[config.mk]
export PLATFORM = sky130hd
export DESIGN_NAME = bilinear_seq_core_flat
export DESIGN_NICKNAME = d
export VERILOG_FILES = /design/src/rtl/bilinear_pkg.sv /design/src/rtl/bilinear_seq_core_if.sv /design/src/rtl/bilinear_seq_core_div.sv /design/src/rtl/bilinear_seq_core.sv /design/src/flat_wrapper.sv
export SDC_FILE = /design/constraint.sdc
export NUM_CORES = 2
export LEC_CHECK = 0
export ABC_AREA = 0
export BUFFER_PORTS_ARGS = -buffer_cell sky130_fd_sc_hd__buf_2
export CAP_MARGIN = 20
export CORE_MARGIN = 2
export CORE_UTILIZATION = 59
export DETAILED_ROUTE_END_ITERATION = 16
export PLACE_DENSITY = 0.76
export SLEW_MARGIN = 20
export SYNTH_ARGS = -nofsm -noshare
export SYNTH_HDL_FRONTEND = slang
export SYNTH_HIERARCHICAL = 1
export SYNTH_SLANG_ARGS = --single-unit
[constraint.sdc]
create_clock -name clk_sys -period 20.2 [get_ports clk_sys]
set_clock_uncertainty 0.2 [all_clocks]
set_input_delay 4.04 -clock clk_sys [delete_from_list [all_inputs] [get_ports clk_sys]]
set_output_delay 4.04 -clock clk_sys [all_outputs]
set_load 0.01 [all_outputs]
[src/rtl/bilinear_pkg.sv]
// Shared types and constants for the bilinear scaler core.
package bilinear_pkg;

  typedef enum logic [3:0] {
    ST_IDLE,
    ST_DIV,
    ST_SETUP,
    ST_FETCH0,
    ST_FETCH1,
    ST_FETCH2,
    ST_FETCH3,
    ST_CAPT,
    ST_CALC,
    ST_WRITE,
    ST_DONE
  } state_t;

  localparam int unsigned FLOPS_PER_PIXEL = 10;
  localparam int unsigned SCALE_MIN_Q88   = 128;
  localparam int unsigned SCALE_MAX_Q88   = 256;

  function automatic logic [8:0] clamp_scale(input logic [15:0] s);
    if (s < 16'(SCALE_MIN_Q88)) return 9'(SCALE_MIN_Q88);
    if (s > 16'(SCALE_MAX_Q88)) return 9'(SCALE_MAX_Q88);
    return s[8:0];
  endfunction

endpackage

[src/rtl/bilinear_seq_core_if.sv]
// BRAM-side bundle of the scaler: input-image read port and output-image write port.
interface bilinear_seq_core_if #(
  parameter int unsigned AW = 12
) ();
  logic [AW-1:0] in_raddr;
  logic [7:0]    in_rdata;
  logic [AW-1:0] out_waddr;
  logic [7:0]    out_wdata;
  logic          out_we;

  modport master (output in_raddr, input in_rdata, output out_waddr, output out_wdata, output out_we);
  modport slave  (input in_raddr, output in_rdata, input out_waddr, input out_wdata, input out_we);
endinterface

[src/rtl/bilinear_seq_core_div.sv]
// seq_div: 17-bit unsigned restoring divider, one quotient bit per cycle.
module seq_div (
  input  logic        clk_i,
  input  logic        rst_i,
  input  logic        start_i,
  input  logic [16:0] dividend_i,
  input  logic [16:0] divisor_i,
  output logic [16:0] quotient_o,
  output logic        done_o
);
  logic [16:0] quo_q, quo_d, rem_q, rem_d, dvs_q, dvs_d;
  logic [4:0]  cnt_q, cnt_d;
  logic [17:0] rem_sh;

  always_comb begin
    quo_d  = quo_q;
    rem_d  = rem_q;
    dvs_d  = dvs_q;
    cnt_d  = cnt_q;
    rem_sh = {rem_q, quo_q[16]};
    if (start_i) begin
      quo_d = dividend_i;
      rem_d = '0;
      dvs_d = divisor_i;
      cnt_d = 5'd17;
    end else if (cnt_q != 5'd0) begin
      if (rem_sh >= {1'b0, dvs_q}) begin
        rem_d = 17'(rem_sh - {1'b0, dvs_q});
        quo_d = {quo_q[15:0], 1'b1};
      end else begin
        rem_d = rem_sh[16:0];
        quo_d = {quo_q[15:0], 1'b0};
      end
      cnt_d = cnt_q - 5'd1;
    end
  end

  always_ff @(posedge clk_i) begin
    if (rst_i) begin
      quo_q <= '0;
      rem_q <= '0;
      dvs_q <= '0;
      cnt_q <= '0;
    end else begin
      quo_q <= quo_d;
      rem_q <= rem_d;
      dvs_q <= dvs_d;
      cnt_q <= cnt_d;
    end
  end

  // done marks the cycle of the final step; quotient is complete on the next cycle
  assign done_o     = (cnt_q == 5'd1);
  assign quotient_o = quo_q;
endmodule

[src/rtl/bilinear_seq_core.sv]
// Bilinear image scaler: per output pixel, four BRAM fetches, interpolate, one write.
// Performance counters exist only when BILINEAR_PERF_EN is defined.
module bilinear_seq_core
  import bilinear_pkg::*;
#(
  parameter int unsigned AW = 12
) (
  input  logic                  clk_sys,
  input  logic                  rst_sys,
  input  logic                  start_pulse,
  input  logic [15:0]           cfg_in_w,
  input  logic [15:0]           cfg_in_h,
  input  logic [15:0]           cfg_scale_q88,
  output logic                  status_done,
  output logic                  status_busy,
  output logic [31:0]           perf_flops,
  output logic [31:0]           perf_mem_rd,
  output logic [31:0]           perf_mem_wr,
  bilinear_seq_core_if.master   bram
);
  state_t        state_q, state_d;
  logic          start_prev_q, accept_start, div_start, div_done;
  logic [15:0]   in_w_q, in_w_d, in_h_q, in_h_d, out_w_q, out_w_d, out_h_q, out_h_d;
  logic [15:0]   x_q, x_d, y_q, y_d;
  logic [8:0]    scale_q, scale_d;
  logic [7:0]    p00_q, p00_d, p01_q, p01_d, p10_q, p10_d, p11_q, p11_d;
  logic [7:0]    wdata_q, wdata_d;
  logic [AW-1:0] waddr_q, waddr_d;
  logic [16:0]   inv_q88;

  seq_div u_div (
    .clk_i      (clk_sys),
    .rst_i      (rst_sys),
    .start_i    (div_start),
    .dividend_i (17'h10000),
    .divisor_i  ({8'b0, clamp_scale(cfg_scale_q88)}),
    .quotient_o (inv_q88),
    .done_o     (div_done)
  );

  // Source coordinates of the current output pixel
  logic [23:0] sx, sy;
  logic [15:0] w_m1, h_m1, xi, x1, yi, y1, row, col, ow_raw, oh_raw;
  logic [16:0] xi_p1, yi_p1;
  logic [7:0]  fx, fy;
  assign sx    = 24'(x_q) * 24'(inv_q88);
  assign sy    = 24'(y_q) * 24'(inv_q88);
  assign fx    = sx[7:0];
  assign fy    = sy[7:0];
  assign w_m1  = in_w_q - 16'd1;
  assign h_m1  = in_h_q - 16'd1;
  assign xi    = (sx[23:8] > w_m1) ? w_m1 : sx[23:8];
  assign yi    = (sy[23:8] > h_m1) ? h_m1 : sy[23:8];
  assign xi_p1 = {1'b0, sx[23:8]} + 17'd1;
  assign yi_p1 = {1'b0, sy[23:8]} + 17'd1;
  assign x1    = (xi_p1 > {1'b0, w_m1}) ? w_m1 : xi_p1[15:0];
  assign y1    = (yi_p1 > {1'b0, h_m1}) ? h_m1 : yi_p1[15:0];
  assign row   = (state_q == ST_FETCH2 || state_q == ST_FETCH3) ? y1 : yi;
  assign col   = (state_q == ST_FETCH1 || state_q == ST_FETCH3) ? x1 : xi;
  assign ow_raw = 16'((25'(in_w_q) * 25'(scale_q)) >> 8);
  assign oh_raw = 16'((25'(in_h_q) * 25'(scale_q)) >> 8);

  logic [25:0] h0, h1, acc;
  logic [9:0]  pix_w;
  logic [7:0]  pix;
  assign h0    = 26'(p00_q) * (26'd256 - 26'(fx)) + 26'(p01_q) * 26'(fx);
  assign h1    = 26'(p10_q) * (26'd256 - 26'(fx)) + 26'(p11_q) * 26'(fx);
  assign acc   = h0 * (26'd256 - 26'(fy)) + h1 * 26'(fy) + 26'd32768;
  assign pix_w = 10'(acc >> 16);
  assign pix   = (pix_w > 10'd255) ? 8'hFF : pix_w[7:0];

  assign accept_start = start_pulse && !start_prev_q && (state_q == ST_IDLE || state_q == ST_DONE);

  always_comb begin
    state_d   = state_q;
    div_start = 1'b0;
    in_w_d    = in_w_q;
    in_h_d    = in_h_q;
    scale_d   = scale_q;
    out_w_d   = out_w_q;
    out_h_d   = out_h_q;
    x_d       = x_q;
    y_d       = y_q;
    p00_d     = p00_q;
    p01_d     = p01_q;
    p10_d     = p10_q;
    p11_d     = p11_q;
    wdata_d   = wdata_q;
    waddr_d   = waddr_q;
    case (state_q)
      ST_IDLE, ST_DONE: if (accept_start) begin
        state_d   = ST_DIV;
        div_start = 1'b1;
        in_w_d    = cfg_in_w;
        in_h_d    = cfg_in_h;
        scale_d   = clamp_scale(cfg_scale_q88);
        x_d       = '0;
        y_d       = '0;
      end
      ST_DIV:   if (div_done) state_d = ST_SETUP;
      ST_SETUP: begin
        out_w_d = (ow_raw == 16'd0) ? 16'd1 : ow_raw;
        out_h_d = (oh_raw == 16'd0) ? 16'd1 : oh_raw;
        state_d = (in_w_q == 16'd0 || in_h_q == 16'd0) ? ST_DONE : ST_FETCH0;
      end
      // BRAM data lags the address by one cycle, so each capture trails its fetch
      ST_FETCH0: state_d = ST_FETCH1;
      ST_FETCH1: begin p00_d = bram.in_rdata; state_d = ST_FETCH2; end
      ST_FETCH2: begin p01_d = bram.in_rdata; state_d = ST_FETCH3; end
      ST_FETCH3: begin p10_d = bram.in_rdata; state_d = ST_CAPT;   end
      ST_CAPT:   begin p11_d = bram.in_rdata; state_d = ST_CALC;   end
      ST_CALC: begin
        wdata_d = pix;
        waddr_d = AW'(y_q) * AW'(out_w_q) + AW'(x_q);
        state_d = ST_WRITE;
      end
      ST_WRITE: begin
        state_d = ST_FETCH0;
        if (x_q == out_w_q - 16'd1) begin
          x_d = '0;
          if (y_q == out_h_q - 16'd1) state_d = ST_DONE;
          else                        y_d = y_q + 16'd1;
        end else begin
          x_d = x_q + 16'd1;
        end
      end
      default: state_d = ST_IDLE;
    endcase
  end

  always_ff @(posedge clk_sys) begin
    if (rst_sys) begin
      state_q      <= ST_IDLE;
      start_prev_q <= 1'b0;
      in_w_q       <= '0;
      in_h_q       <= '0;
      scale_q      <= '0;
      out_w_q      <= '0;
      out_h_q      <= '0;
      x_q          <= '0;
      y_q          <= '0;
      p00_q        <= '0;
      p01_q        <= '0;
      p10_q        <= '0;
      p11_q        <= '0;
      wdata_q      <= '0;
      waddr_q      <= '0;
    end else begin
      state_q      <= state_d;
      start_prev_q <= start_pulse;
      in_w_q       <= in_w_d;
      in_h_q       <= in_h_d;
      scale_q      <= scale_d;
      out_w_q      <= out_w_d;
      out_h_q      <= out_h_d;
      x_q          <= x_d;
      y_q          <= y_d;
      p00_q        <= p00_d;
      p01_q        <= p01_d;
      p10_q        <= p10_d;
      p11_q        <= p11_d;
      wdata_q      <= wdata_d;
      waddr_q      <= waddr_d;
    end
  end

  assign bram.in_raddr  = (state_q inside {ST_FETCH0, ST_FETCH1, ST_FETCH2, ST_FETCH3})
                          ? AW'(row) * AW'(in_w_q) + AW'(col) : '0;
  assign bram.out_waddr = waddr_q;
  assign bram.out_wdata = wdata_q;
  // Gated by reset so a write in flight is suppressed in the reset cycle itself
  assign bram.out_we    = (state_q == ST_WRITE) && !rst_sys;
  assign status_done    = (state_q == ST_DONE);
  assign status_busy    = !(state_q inside {ST_IDLE, ST_DONE});

`ifdef BILINEAR_PERF_EN
  logic [31:0] flops_q, flops_d, rd_q, rd_d, wr_q, wr_d;
  always_comb begin
    flops_d = flops_q;
    rd_d    = rd_q;
    wr_d    = wr_q;
    if (accept_start) begin
      flops_d = '0;
      rd_d    = '0;
      wr_d    = '0;
    end else if (state_q == ST_WRITE) begin
      flops_d = flops_q + 32'(FLOPS_PER_PIXEL);
      rd_d    = rd_q + 32'd4;
      wr_d    = wr_q + 32'd1;
    end
  end
  always_ff @(posedge clk_sys) begin
    if (rst_sys) begin
      flops_q <= '0;
      rd_q    <= '0;
      wr_q    <= '0;
    end else begin
      flops_q <= flops_d;
      rd_q    <= rd_d;
      wr_q    <= wr_d;
    end
  end
  assign perf_flops  = flops_q;
  assign perf_mem_rd = rd_q;
  assign perf_mem_wr = wr_q;
`else
  assign perf_flops  = '0;
  assign perf_mem_rd = '0;
  assign perf_mem_wr = '0;
`endif
endmodule

[src/flat_wrapper.sv]
// flat-port wrapper written by rule: the top's interface ports become plain ports
module bilinear_seq_core_flat import bilinear_pkg::*;
#(
  parameter int unsigned AW = 12
)
  (clk_sys, rst_sys, start_pulse, cfg_in_w, cfg_in_h, cfg_scale_q88, status_done, status_busy, perf_flops, perf_mem_rd, perf_mem_wr, bram_in_raddr, bram_in_rdata, bram_out_waddr, bram_out_wdata, bram_out_we);
  bilinear_seq_core_if #(.AW(AW)) bram_i ();
  input  logic clk_sys;
  input  logic rst_sys;
  input  logic start_pulse;
  input  logic [15:0] cfg_in_w;
  input  logic [15:0] cfg_in_h;
  input  logic [15:0] cfg_scale_q88;
  output logic status_done;
  output logic status_busy;
  output logic [31:0] perf_flops;
  output logic [31:0] perf_mem_rd;
  output logic [31:0] perf_mem_wr;
  output wire logic [$bits(bram_i.in_raddr)-1:0] bram_in_raddr;
  input wire logic [$bits(bram_i.in_rdata)-1:0] bram_in_rdata;
  output wire logic [$bits(bram_i.out_waddr)-1:0] bram_out_waddr;
  output wire logic [$bits(bram_i.out_wdata)-1:0] bram_out_wdata;
  output wire logic [$bits(bram_i.out_we)-1:0] bram_out_we;
  assign bram_in_raddr = bram_i.in_raddr;
  assign bram_i.in_rdata = bram_in_rdata;
  assign bram_out_waddr = bram_i.out_waddr;
  assign bram_out_wdata = bram_i.out_wdata;
  assign bram_out_we = bram_i.out_we;
  bilinear_seq_core #(.AW(AW)) u_core (.clk_sys(clk_sys), .rst_sys(rst_sys), .start_pulse(start_pulse), .cfg_in_w(cfg_in_w), .cfg_in_h(cfg_in_h), .cfg_scale_q88(cfg_scale_q88), .status_done(status_done), .status_busy(status_busy), .perf_flops(perf_flops), .perf_mem_rd(perf_mem_rd), .perf_mem_wr(perf_mem_wr), .bram(bram_i));
endmodule
* After elaboration in Yosys (flattened, before gate mapping)
Cells that the tools add are included.
** Operators by class
- Reductions and logical operators :: 26
- Muxes and demuxes :: 44
- Add/subtract/negate cells :: 18
- $lt $le $gt $ge :: 8
- Eq/ne operators :: 17
- Multiply operators :: 12
** Operators by type and width (number)
- $mux W16 :: 6
- $mux W12 :: 7
- $logic_not A16 Y1 :: 4
- $pmux W16 S2 :: 2
- $sub A16 B1 Y16 const B :: 4
- $mux W9 :: 6
- $add A26 B16 Y26 :: 2
- $mul A8 B26 Y26 :: 2
- $mux W17 :: 3
- $mul A16 B17 Y24 :: 2
- $mul A16 B9 Y24 :: 2
- $pmux W4 S10 :: 1
- $add A16 B1 Y17 const B :: 2
- $gt A17 B16 Y1 :: 2
- $add A16 B1 Y16 const B :: 2
- $eq A16 B16 Y1 :: 2
- $gt A16 B16 Y1 :: 2
- $mul A8 B8 Y16 :: 2
- $add A26 B16 Y26 const B :: 1
- $add A26 B26 Y26 :: 1
- $mul A26 B26 Y26 :: 1
- $mul A26 B8 Y26 :: 1
- $add A12 B12 Y12 :: 2
- $mul A12 B12 Y12 :: 2
- 28 further kinds :: 64
** Word-level totals
- Bits in registers :: 210
- Output and inout port bits :: 131
- Bits of input ports :: 59
- Word-level logic and storage cells :: 146

* Depth between registers and ports, before layout
- Depth after elaboration :: 10
- Depth in mapped cells :: 66
- Mapped depth without buffers :: 64

* By module
Netlist, hierarchy kept.
** Modules (own cells, without submodules)
- bilinear_seq_core :: cells each 7126, times used 1, seq. area each 3243.1 um^2, area an instance 58899.0 um^2
- seq_div :: cells each 418, times used 1, seq. area each 1121.1 um^2, area an instance 3206.8 um^2

* Worst setup path after synthesis
Ideal clock, no wire load.
- Kind :: reg2out
- From :: reg u_core.y_q[1]
- To :: out bram_in_raddr[11]
- Buffers on the path :: 4
- Arrival :: 13.188 ns
- Slack :: 2.772 ns
- Stages on the path, launching flop included :: 56
- Data required time :: 15.960 ns
- Cells stage by stage :: dfxtp_1 > clkbuf_1 > clkbuf_1 > nand2_1 > fa_1 > inv_1 > fa_1 > fa_1 > fa_1 > inv_1 > fa_1 > inv_1 > fa_1 > ha_1 > clkbuf_1 > nand3_1 > or3_4 > a311oi_1 > [... 20 more ...] > ha_1 > ha_1 > ha_1 > ha_1 > inv_1 > fa_1 > nor2b_1 > o21ai_0 > nand2b_1 > a21oi_1 > o21bai_1 > a21o_1 > a21oi_1 > xnor2_1 > xnor2_1 > xnor3_1 > xnor3_1 > nor2_1
** On the way
- Longest elaborated chain between the ends :: 8
- Elaborated cells on any way between the ends :: 10
- Those cells by class :: add/sub: 2; mul: 2; order compare: 2; mux: 4
** RTL lines
- from (decl) :: line bilinear_seq_core.sv:24 : logic [15:0] x_q, x_d, y_q, y_d;
- from (signal assigned) :: line bilinear_seq_core.sv:157 : y_q <= y_d;
- $mul A16 B17 Y24 (*) :: line bilinear_seq_core.sv:47 : assign sy = 24'(y_q) * 24'(inv_q88);
- $add A16 B1 Y17 :: line bilinear_seq_core.sv:55 : assign yi_p1 = {1'b0, sy[23:8]} + 17'd1;
- $gt A17 B16 Y1 :: line bilinear_seq_core.sv:57 : assign y1 = (yi_p1 > {1'b0, h_m1}) ? h_m1 : yi_p1[15:0];
- $mux W12 :: line bilinear_seq_core.sv:57
- $mux W12 (*) :: line bilinear_seq_core.sv:58 : assign row = (state_q == ST_FETCH2 || state_q == ST_FETCH3) ? y1 : yi;
- $mul A12 B12 Y12 (*) :: line bilinear_seq_core.sv:168 : ? AW'(row) * AW'(in_w_q) + AW'(col) : '0;
- $add A12 B12 Y12 (*) :: line bilinear_seq_core.sv:168
- $mux W12 (*) :: line bilinear_seq_core.sv:168
- to (decl) :: line flat_wrapper.sv:19 : output wire logic [$bits(bram_i.in_raddr)-1:0] bram_in_raddr;
Mark *: on every way between the ends. The rest lies on a longest branch, timed or not.

* Worst setup path after layout
- From :: reg u_core.y_q[5]
- To :: out bram_in_raddr[11]
The elaborated chain is that of the path after synthesis.

==> impl_metrics.json <==
{
  "outcome": "finished, final reports clean",
  "synth_enable_flop_cells": 0,
  "period_minus_slack_ns": 19.33,
  "layout_common_cells": "inv_1 (1404), nand2_1 (1237), fa_1 (1097)",
  "cts_resized": 0,
  "overflow": 0,
  "synthDistinctLibCells": 101,
  "clock_latency_ns": 0.62,
  "grt_pass1_wl_um": 267000,
  "synth_area_um2": 62100,
  "max_clock_freq_mhz": 51.7,
  "vias": 50200,
  "syn_inst": 7544,
  "slowest_delay_ns": 0.80,
  "dp_cells": 8809,
  "first_iter_violations": 3651,
  "postLayoutCoreUtil_pct": 61.7,
  "stdcell_count": 8862,
  "layout_commonest_cell": "inv_1",
  "setup-violations-final": 0,
  "switching_share_pct": 45.9,
  "die_h_um": 328,
  "clk_pin_slew_ns": 0.06,
  "critPathMaxFanout": 20,
  "start_util_pct": 59.2,
  "dr.pass1.iters": 8,
  "nets": 9261,
  "final-hold-violation-count": 0,
  "grt_pass1_vias": 52000,
  "switching_power_mw": 0.941,
  "async_reset_ff_share_pct": 0,
  "dieArea_um2": 108000,
  "ir_drop_v": 0.0000896,
  "seqPwrFrac_pct": 27.4,
  "cts_tree": "done",
  "slew_violations": 0,
  "final_area_um2": 64600,
  "power_density_nw_per_um2": 31.8,
  "fp-row-count": 119,
  "cts_sinks": 218,
  "cts_max_path_buffers": 3,
  "h-tree-depth": 1,
  "worstMarginPinSlew_ns": 1.20,
  "crit_arrival_ns": 15.09,
  "area_growth_pct": 4.06,
  "crit_type": "reg -> out",
  "drc_errors": 0,
  "post_cts.repair.setup_buffers": 0,
  "syn_area_per_cell_um2": 8.23,
  "hold_ws_ns": 0.253,
  "antenna_found_initial": 1,
  "drive_gt1_share_pct": 4.44,
  "grt_util_all_layers_pct": 31.0,
  "crit_top_cell": "fa_1",
  "place_congestion": 0.946,
  "p_clk_share_pct": 27.3,
  "fin_ws_ns": 0.866,
  "ys_seq_elements": 218,
  "dp_hpwl_um": 131000,
  "dpl_cell_area_um2": 63600,
  "yosysWarnings": 6,
  "finalPower_mw": 2.05,
  "setup_tns_ns": 0,
  "cp-end-kind": "primary output",
  "ant_nets": 0,
  "start_kind": "flip-flop",
  "combinationalPowerShare_pct": 45.4,
  "hold_buffers": 0,
  "dpl_worst_slack_ns": 1.66,
  "ys_seq_area_share_pct": 7.03,
  "post_drt_wl_per_cell_um": 18.6,
  "io_buffers": 93,
  "p_int_mw": 1.11,
  "cp_slowest_cell": "dfxtp_1",
  "die_w_um": 328,
  "rsz0062_at_grt": "no",
  "fill_cells": 9099,
  "cp.required_ns": 15.96,
  "core-area_um2": 105000,
  "grt_start_max_net_pins": 69,
  "cts_buffers": 30,
  "clockRootBuffer": "clkbuf_16",
  "period_share_pct": 95.7,
  "io_pins": 190,
  "synthFlopType": "dfxtp_1",
  "cap_violations": 0,
  "hp-class": "reg -> reg",
  "routed_wl_um": 165000,
  "post_drt_via_cell_ratio": 5.67,
  "relSlewSlack_pct": 19.3,
  "leakagePower_nw": 31.6
}
==> layer usage <==
| metal | GRT usage [%] | share of wire (%) | vias up |
|---|---|---|---|
| met5 | 0 | 0 | - |
| met4 | 17.6 | 6.7 | 0 |
| met3 | 3.72 | 7.0 | 502 |
| met2 | 53.3 | 49 | 2046 |
| met1 | 37.7 | 38 | 25000 |
| li1 | - | - | 22700 |
==> cell type report <==
type | count | area [um2] | share of cell area, %
well taps | 1391 | 1740 | 2.69
inverters | 1409 | 5290 | 8.19
diodes | 1 | 2.50 | 0.00387
clock buffers | 34 | 786 | 1.22
repair buffers | 214 | 1380 | 2.14
multi-input cells | 5577 | 50800 | 78.6
clock inverters | 18 | 235 | 0.364
flip-flops and latches | 218 | 4370 | 6.75
==> sequential cells by signal (all words and copies together) (netlist names) <==
register	flops
u_core/p10_q	8
u_core/y_q	16
u_core/in_w_q	16
u_core/in_h_q	16
u_core/p11_q	8
u_core/bram.out_wdata	8
u_core/u_div/dvs_q	17
u_core/start_prev_q	1
u_core/out_w_q	16
u_core/bram.out_waddr	12
u_core/scale_q	9
u_core/x_q	16
u_core/p00_q	8
u_core/u_div/quotient_o	17
u_core/u_div/cnt_q	5
u_core/state_q	4
u_core/out_h_q	16
u_core/p01_q	8
u_core/u_div/rem_q	17
==> cell families after synthesis <==
group / synth area share, %
DFF: 7.03
adders and majority gates: 48.6
other: 0.0121
muxes: 0.606
xor gates and xnor gates: 5.00
AOI/OAI and AO/OA: 7.43
and+or+nand+nor: 19.5
buffers and inverters: 11.9
==> power groups by stage <==
| stage | combinational, mW | clock (mW) | sequential, mW |
|---|---|---|---|
| 6_report | 0.931 | 0.560 | 0.562 |
| 3_3_place_gp | 0.894 | 0 | 0.565 |
| 4_1_cts | 0.912 | 0.571 | 0.558 |
| 5_1_grt | 1.02 | 0.583 | 0.567 |
| 2_1_floorplan | 0.696 | 0 | 0.510 |
| 3_5_place_dp | 0.907 | 0 | 0.567 |
==> final timing paths <==
check,start,endpoint,slack (ns),depth (start not counted)
worst max-delay path,u_core/y_q[5]$_SDFFE_PP0P_,bram_in_raddr[11],0.87,52
worst min-delay path,u_core/bram.out_waddr[1]$_SDFFE_PP0P_,u_core/bram.out_waddr[1]$_SDFFE_PP0P_,0.25,2
worst max register to register,u_core/u_div/quotient_o[2]$_SDFFE_PP0P_,u_core/bram.out_wdata[4]$_SDFFE_PP0P_,1.72,59
worst min register to register,u_core/bram.out_waddr[1]$_SDFFE_PP0P_,u_core/bram.out_waddr[1]$_SDFFE_PP0P_,0.25,2
==> cell usage after synthesis, types with 62 or more instances <==
cell type	n	area, um2
xnor2_1	250	2190
a21oi_1	303	1520
clkbuf_1	336	1260
o21ai_0	118	591
and2_1	436	2730
dfxtp_1	218	4360
nand3_1	62	310
buf_4	98	736
nand2_1	1237	4640
nor2_1	391	1470
fa_1	1097	22000
nand2b_1	65	407
nor2b_1	69	432
inv_1	1404	5270
ha_1	655	8200
xor2_1	96	841
nor3_1	78	390
==> worst max-delay path, delay by kind of cell, from the launching register on <==
kind / cells / cell delay, ns
XOR/XNOR: 5 / 1.26
AO/OA/AOI/OAI: 15 / 3.38
AND/OR/NAND/NOR: 10 / 2.22
adder cells (fa/ha/maj): 15 / 6.09
flip-flops: 1 / 0.80
buffers and inverters: 7 / 0.71
Note: power is estimated with default switching activity, not from simulation.
